## config.mk

```make
export PLATFORM = sky130hd
export DESIGN_NAME = xcel_bram_read_responder
export DESIGN_NICKNAME = d
export VERILOG_FILES = /design/src/rtl/xcel_bram_read_responder.sv
export SDC_FILE = /design/constraint.sdc
export NUM_CORES = 1
export LEC_CHECK = 0
export BUFFER_PORTS_ARGS = -buffer_cell sky130_fd_sc_hd__buf_2
export CORE_MARGIN = 2
export CORE_UTILIZATION = 45
export DETAILED_ROUTE_END_ITERATION = 10
export PLACE_DENSITY = 0.65
export SLEW_MARGIN = 20
export SYNTH_ARGS = -nofsm -noshare
export SYNTH_HDL_FRONTEND = slang
export SYNTH_SLANG_ARGS = --single-unit
```

## constraint.sdc

```tcl
create_clock -name clk -period 2.94 [get_ports clk]
set_input_delay 0.588 -clock clk [delete_from_list [all_inputs] [get_ports clk]]
set_output_delay 0.588 -clock clk [all_outputs]
set_load 0.03 [all_outputs]
```

## src/rtl/xcel_bram_read_responder.sv

```systemverilog
// Byte-read responder for a compute unit: a one-word line buffer in front of a
// 32-bit synchronous RAM, with saturating hit/miss counters.
`timescale 1ns/1ps
module xcel_bram_read_responder #(
   parameter int AWIDTH = 10,
   parameter int DWIDTH = 8
) (
   input  logic              clk,
   input  logic              rst_n,
   input  logic [31:0]       req_addr,
   input  logic              req_ready,
   output logic [DWIDTH-1:0] rsp_data,
   output logic              rsp_valid,
   output logic [AWIDTH-1:0] mem_addr,
   output logic              mem_en,
   input  logic [31:0]       mem_q,
   input  logic              inv,
   input  logic              cnt_clr,
   output logic [31:0]       hit_cnt,
   output logic [31:0]       miss_cnt
);

   typedef enum logic [1:0] {IDLE, FETCH, CAPTURE, RESP} state_t;

   state_t              r_state;
   state_t              w_next;
   logic                r_line_valid;
   logic [AWIDTH-1:0]   r_tag;
   logic [AWIDTH-1:0]   r_req_tag;
   logic [1:0]          r_sel;
   logic [31:0]         r_word;
   logic [DWIDTH-1:0]   r_rsp_data;
   logic [31:0]         r_hit_cnt;
   logic [31:0]         r_miss_cnt;

   logic [AWIDTH-1:0]   w_req_tag;
   logic                w_sample;
   logic                w_hit;
   logic                w_miss;
   logic [DWIDTH-1:0]   w_hit_byte;
   logic [DWIDTH-1:0]   w_cap_byte;
   logic                w_unused_addr;

   // Upper address bits wrap away: only the low AWIDTH word-address bits matter.
   assign w_req_tag     = req_addr[AWIDTH+1:2];
   assign w_unused_addr = ^req_addr[31:AWIDTH+2];

   assign w_sample   = (r_state == IDLE) && req_ready;
   assign w_hit      = w_sample && r_line_valid && (r_tag == w_req_tag) && !inv;
   assign w_miss     = w_sample && !w_hit;
   assign w_hit_byte = r_word[{req_addr[1:0], 3'b000} +: DWIDTH];
   assign w_cap_byte = r_word[{r_sel, 3'b000} +: DWIDTH];

   // RAM strobe is combinational from the lookup, so it is gated by reset directly.
   assign mem_en    = w_miss && rst_n;
   assign mem_addr  = mem_en ? w_req_tag : '0;
   assign rsp_valid = (r_state == RESP);
   assign rsp_data  = r_rsp_data;
   assign hit_cnt   = r_hit_cnt;
   assign miss_cnt  = r_miss_cnt;

   always_ff @(posedge clk or negedge rst_n) begin
      if (!rst_n) r_state <= IDLE;
      else        r_state <= w_next;
   end

   always_comb begin
      w_next = r_state;
      unique case (r_state)
         IDLE: begin
            if (w_hit)       w_next = RESP;
            else if (w_miss) w_next = FETCH;
         end
         FETCH:   w_next = CAPTURE;
         CAPTURE: w_next = RESP;
         RESP:    w_next = IDLE;
         default: w_next = IDLE;
      endcase
   end

   always_ff @(posedge clk or negedge rst_n) begin
      if (!rst_n) begin
         r_line_valid <= 1'b0;
         r_tag        <= '0;
         r_req_tag    <= '0;
         r_sel        <= '0;
         r_word       <= '0;
         r_rsp_data   <= '0;
      end else begin
         if (w_sample) begin
            r_req_tag <= w_req_tag;
            r_sel     <= req_addr[1:0];
         end
         if (w_hit) r_rsp_data <= w_hit_byte;
         if (r_state == FETCH) begin
            r_word <= mem_q;
            r_tag  <= r_req_tag;
         end
         if (r_state == CAPTURE) r_rsp_data <= w_cap_byte;
         // An invalidate anywhere, including mid-fill, leaves the line invalid.
         if (inv)                    r_line_valid <= 1'b0;
         else if (r_state == FETCH)  r_line_valid <= 1'b1;
      end
   end

   always_ff @(posedge clk or negedge rst_n) begin
      if (!rst_n) begin
         r_hit_cnt  <= '0;
         r_miss_cnt <= '0;
      end else if (cnt_clr) begin
         r_hit_cnt  <= '0;
         r_miss_cnt <= '0;
      end else begin
         if (w_hit  && (r_hit_cnt  != '1)) r_hit_cnt  <= r_hit_cnt + 32'd1;
         if (w_miss && (r_miss_cnt != '1)) r_miss_cnt <= r_miss_cnt + 32'd1;
      end
   end

endmodule

```

# [Word level (Yosys, flattened, before mapping)]
# Cells that the tools add are included.
[word_totals] regBits=129 output_inout_bits=84 elab_cells=47
[classes] n_addsub=2 n_eq_ne=7 shift=2 mux=12 n_reduce_logical=15
[op_table] op="2-to-1 mux 32 bit" n=4
[op_table] op="adder 32 x 1 -> 32 bit, second input constant" n=2
[op_table] op="!= test 32 bit, second input constant" n=2
[op_table] op="indexed part select 32 x 6 -> 8 bit" n=2
[op_table] op="2-to-1 mux 8 bit" n=2
[op_table] op="equality test 10 bit" n=1
[op_table] op="2-to-1 mux 10 bit" n=1
[op_table] op="logical AND 1 bit" n=8
[op_table] op="one-hot mux 2 bit (4 select lines)" n=1
[op_table] op="nonzero test 2 bit" n=4
[op_table] op="equality test 2 bit, second input constant" n=2
[op_table] op="2-to-1 mux 2 bit" n=2
[op_table] op="!= test 3 bit, second input constant" n=1
[op_table] op="equality test 2 x 1 -> 1 bit, second input constant" n=1
[op_table] op="logical NOT 1 bit" n=2
[op_table] op="logical NOT 2 bit" n=1
[op_table] op="2-to-1 mux 1 bit" n=2

# [Logic depth before layout (Yosys ltp)]
[depth] ltp_word=10 depth_mapped=10 depth_no_buf=7

# [Least setup slack after synthesis]
# No wires, ideal clock.
[synth_path] path_type="flip-flop to output port" startpoint="register r_state[0]" endpoint="output mem_addr[0]" arrival_time_ps=1841 slack_ps=511 path_stages_with_launch=9 n_path_buf=1 cell_sequence="dfrtp_1 inv_1 ha_1 nand4b_1 nor4_1 and3_1 nor2_1 clkbuf_1 and3_1"
[synth_between] elab_chain_cells=9
[synth_lines] element="from (decl)" line="25" rtl="state_t r_state;"
[synth_lines] element="from (signal assigned)" line="64" rtl="else r_state <= w_next;"
[synth_lines] element="logical NOT 2 bit *" line="48" rtl="assign w_sample = (r_state == IDLE) && req_ready;"
[synth_lines] element="logical AND 1 bit *" line="48"
[synth_lines] element="logical AND 1 bit (3 in series)" line="49" rtl="assign w_hit = w_sample && r_line_valid && (r_tag == w_req_tag) && !inv;"
[synth_lines] element="logical NOT 1 bit" line="50" rtl="assign w_miss = w_sample && !w_hit;"
[synth_lines] element="logical AND 1 bit *" line="50"
[synth_lines] element="logical AND 1 bit *" line="55" rtl="assign mem_en = w_miss && rst_n;"
[synth_lines] element="2-to-1 mux 10 bit *" line="56" rtl="assign mem_addr = mem_en ? w_req_tag : '0;"
[synth_lines] element="to (decl)" line="14" rtl="output logic [AWIDTH-1:0] mem_addr,"
# Every way passes the cells marked *; elsewhere a longest branch is shown, timed or not.

# [Worst setup path in the final report]
[layout_path] startpoint="register r_state[1]" endpoint="output mem_addr[0]"
# Same word-level chain as after synthesis.

==> results_dict.tcl <==
set metrics [dict create \
    grt_pass1_wl_um 27000 \
    antenna_found_initial 0 \
    cp_slowest_cell "dfrtp_1" \
    power_density_nw_per_um2 772 \
    gr-total-overflow 0 \
    die_y_um 128 \
    viasPerCell 5.93 \
    fillers 1313 \
    start_util_pct 45.6 \
    globalplace.congestion 0.806 \
    hpwl_um 11100 \
    cp-start-kind "register" \
    portBuffers 132 \
    drive_above_1_share_pct 36.0 \
    postCtsHoldBufs 0 \
    worstMarginPinSlew_ns 0.792 \
    clock_sinks 129 \
    insertedDiodeCount 0 \
    synth_fp_nets 701 \
    crit_type "register to output pin" \
    placed_cell_area_um2 7740 \
    slew_violations 0 \
    io_pins 153 \
    setup-tns-final_ns 0 \
    synth_edf_count 0 \
    final-setup-viol-count 0 \
    yosysWarnings 0 \
    clockBufferDepth 2 \
    status "finished, final reports clean" \
    syn_area_um2 6880 \
    rows 45 \
    reg2regPathDepth 9 \
    postSynthAreaPerCell_um2 11.0 \
    required_ns 2.35 \
    synth_cell_types 53 \
    synthFlopType "dfrtp_1" \
    cap_violations 0 \
    max_slew_margin_pct 47.0 \
    crit_family "simple AND/OR/NAND/NOR gates" \
    ys_seq_area_share_pct 47.0 \
    drcViolationCount 0 \
    min_period_over_period_pct 95.4 \
    path_max_fanout 11 \
    grtUsageTotal_pct 20.6 \
    crit_cells 8 \
    ant_nets 0 \
    fin_crit_ns 2.80 \
    wl_per_cell_um 17.1 \
    ys_seq_elements 129 \
    core_area_um2 15100 \
    fmax_ghz 0.357 \
    grt_max_degree 108 \
    htreeDepth 4 \
    tritoncts "done" \
    crit_chain "inv_2, ha_2, nand4b_1, nor4_2, and3_4, nor2_4, and3_1, buf_2" \
    finalNetCount 829 \
    num_vias 5656 \
    syn_inst 625 \
    critPathCaptureType "output pin" \
    die_area_um2 16300 \
    synthArstFlopShare_pct 100 \
    arrival_ns 2.22 \
    routed_wl_um 16400 \
    final_area_um2 8360 \
    max_stage_delay_ns 0.42 \
    syn_to_final_growth_pct 21.6 \
    rsz0062_at_grt "false" \
    skew_ns 0.00791 \
    grt_pass1_vias 5435 \
    vdd_drop_max_uv 522 \
    dieWidth_um 128 \
    hold_violations 0 \
    numCtsBuffers 17 \
    first_iter_violations 491 \
    critical_path_buf_inv_count 2 \
    min_path_type "primary input to asynchronous set/reset pin" \
    firstDrtPassIters 5 \
    root_buffer "clkbuf_16" \
    clk_pin_slew_ns 0.06 \
    leakage_uw 0.00371 \
    finalPower_uw 6460 \
    clkLatencyLatePin_ns 0.42 \
]
==> cells in the final DEF (no fill, tap or decap), drive strengths merged, types with 21 or more instances in the layout <==
| cell type | Yosys | final |
|---|---|---|
| a21oi | 42 | 42 |
| and3 | 21 | 21 |
| buf | 17 | 149 |
| dfrtp | 129 | 129 |
| mux2 | 84 | 84 |
| nand2 | 25 | 25 |
| nand3 | 30 | 30 |
| nand4 | 21 | 21 |
| nor2 | 34 | 34 |
| o31ai | 38 | 38 |
| or4 | 39 | 39 |
==> worst paths after layout <==
path	startpoint	endpoint	slack [ns]
max	r_state[1]	mem_addr[0]	0.14
min	rst_n	r_req_tag[7]	0.1
max reg2reg	r_state[1]	hit_cnt[16]	0.26
min reg2reg	rsp_data[0]	rsp_data[0]	0.50
max in group asynchronous	rst_n	miss_cnt[20]	1.92
min in group clk	inv	r_line_valid	0.34
==> layer usage <==
layer	GRT usage, %	share of wire [%]
met4	6.92	1.2
met2	32.8	48
met3	5.49	6.6
met1	27.6	44
met5	0	0
==> final cells by class <==
| cell class | count | area, um2 | area share, % |
|---|---|---|---|
| clock buffers | 19 | 443 | 5.30 |
| inverters | 9 | 33.8 | 0.404 |
| clock inverters | 13 | 153 | 1.83 |
| well taps | 188 | 235 | 2.81 |
| multi-input cells | 447 | 3430 | 41.0 |
| repair buffers | 149 | 841 | 10.1 |
| flip-flops and latches | 129 | 3230 | 38.6 |
==> cells in the mapped netlist (18+ instances only) <==
master / n / share of area [%]
dfrtp_1: 129 / 47
mux2_2: 69 / 11
a21oi_1: 42 / 3.1
o31ai_1: 38 / 4.1
or4_1: 38 / 4.1
nor2_1: 34 / 1.9
nand3_1: 29 / 2.1
nand2_1: 25 / 1.4
clkbuf_1: 23 / 1.3
and3_1: 21 / 1.9
nand4_1: 19 / 1.7
nor2b_1: 18 / 1.6
==> report_power, final <==
group	switching (uW)	internal, uW	total [uW]
logic	873	963	1840
clock network	826	1290	2110
registers	256	2250	2510
total	1960	4500	6460
==> cells by family (layout without fill, tap and decap cells) <==
group,after synthesis,count (layout),synth area share [%]
mux,94,94,16.9
xor+xnor,10,10,1.27
compound gates,91,91,8.39
flops,129,129,47.0
buf+inv,49,190,3.55
simple gates,245,245,21.7
fa+ha+maj,7,7,1.27
==> registers in the layout (all words and copies together), names as in the netlist <==
register	count
miss_cnt	32
r_line_valid	1
hit_cnt	32
r_word	32
rsp_data	8
r_sel	2
r_tag	10
r_req_tag	10
r_state	2
==> stage by stage <==
stage / std cells / hold slack (ns) / util (%) / setup slack [ns]
floorplan: 625 / 0.292 / - / 0.511
CTS: 953 / 0.0910 / 55.3 / 0.0750
detailed placement: 921 / 0.492 / 51.3 / 0.245
global placement: 921 / 0.481 / 51.3 / 0.327
global route: 954 / 0.101 / 55.4 / 0.0100
finish: 954 / 0.0991 / 55.4 / 0.135
==> what timing repair did <==
action                                  4_1_cts  5_1_grt
endpoints found under the setup margin       11       11
buffers inserted                              0        1
pin swaps                                     1        3
resized for setup                             2        6
No activity file was read; power rests on OpenSTA's default activity.
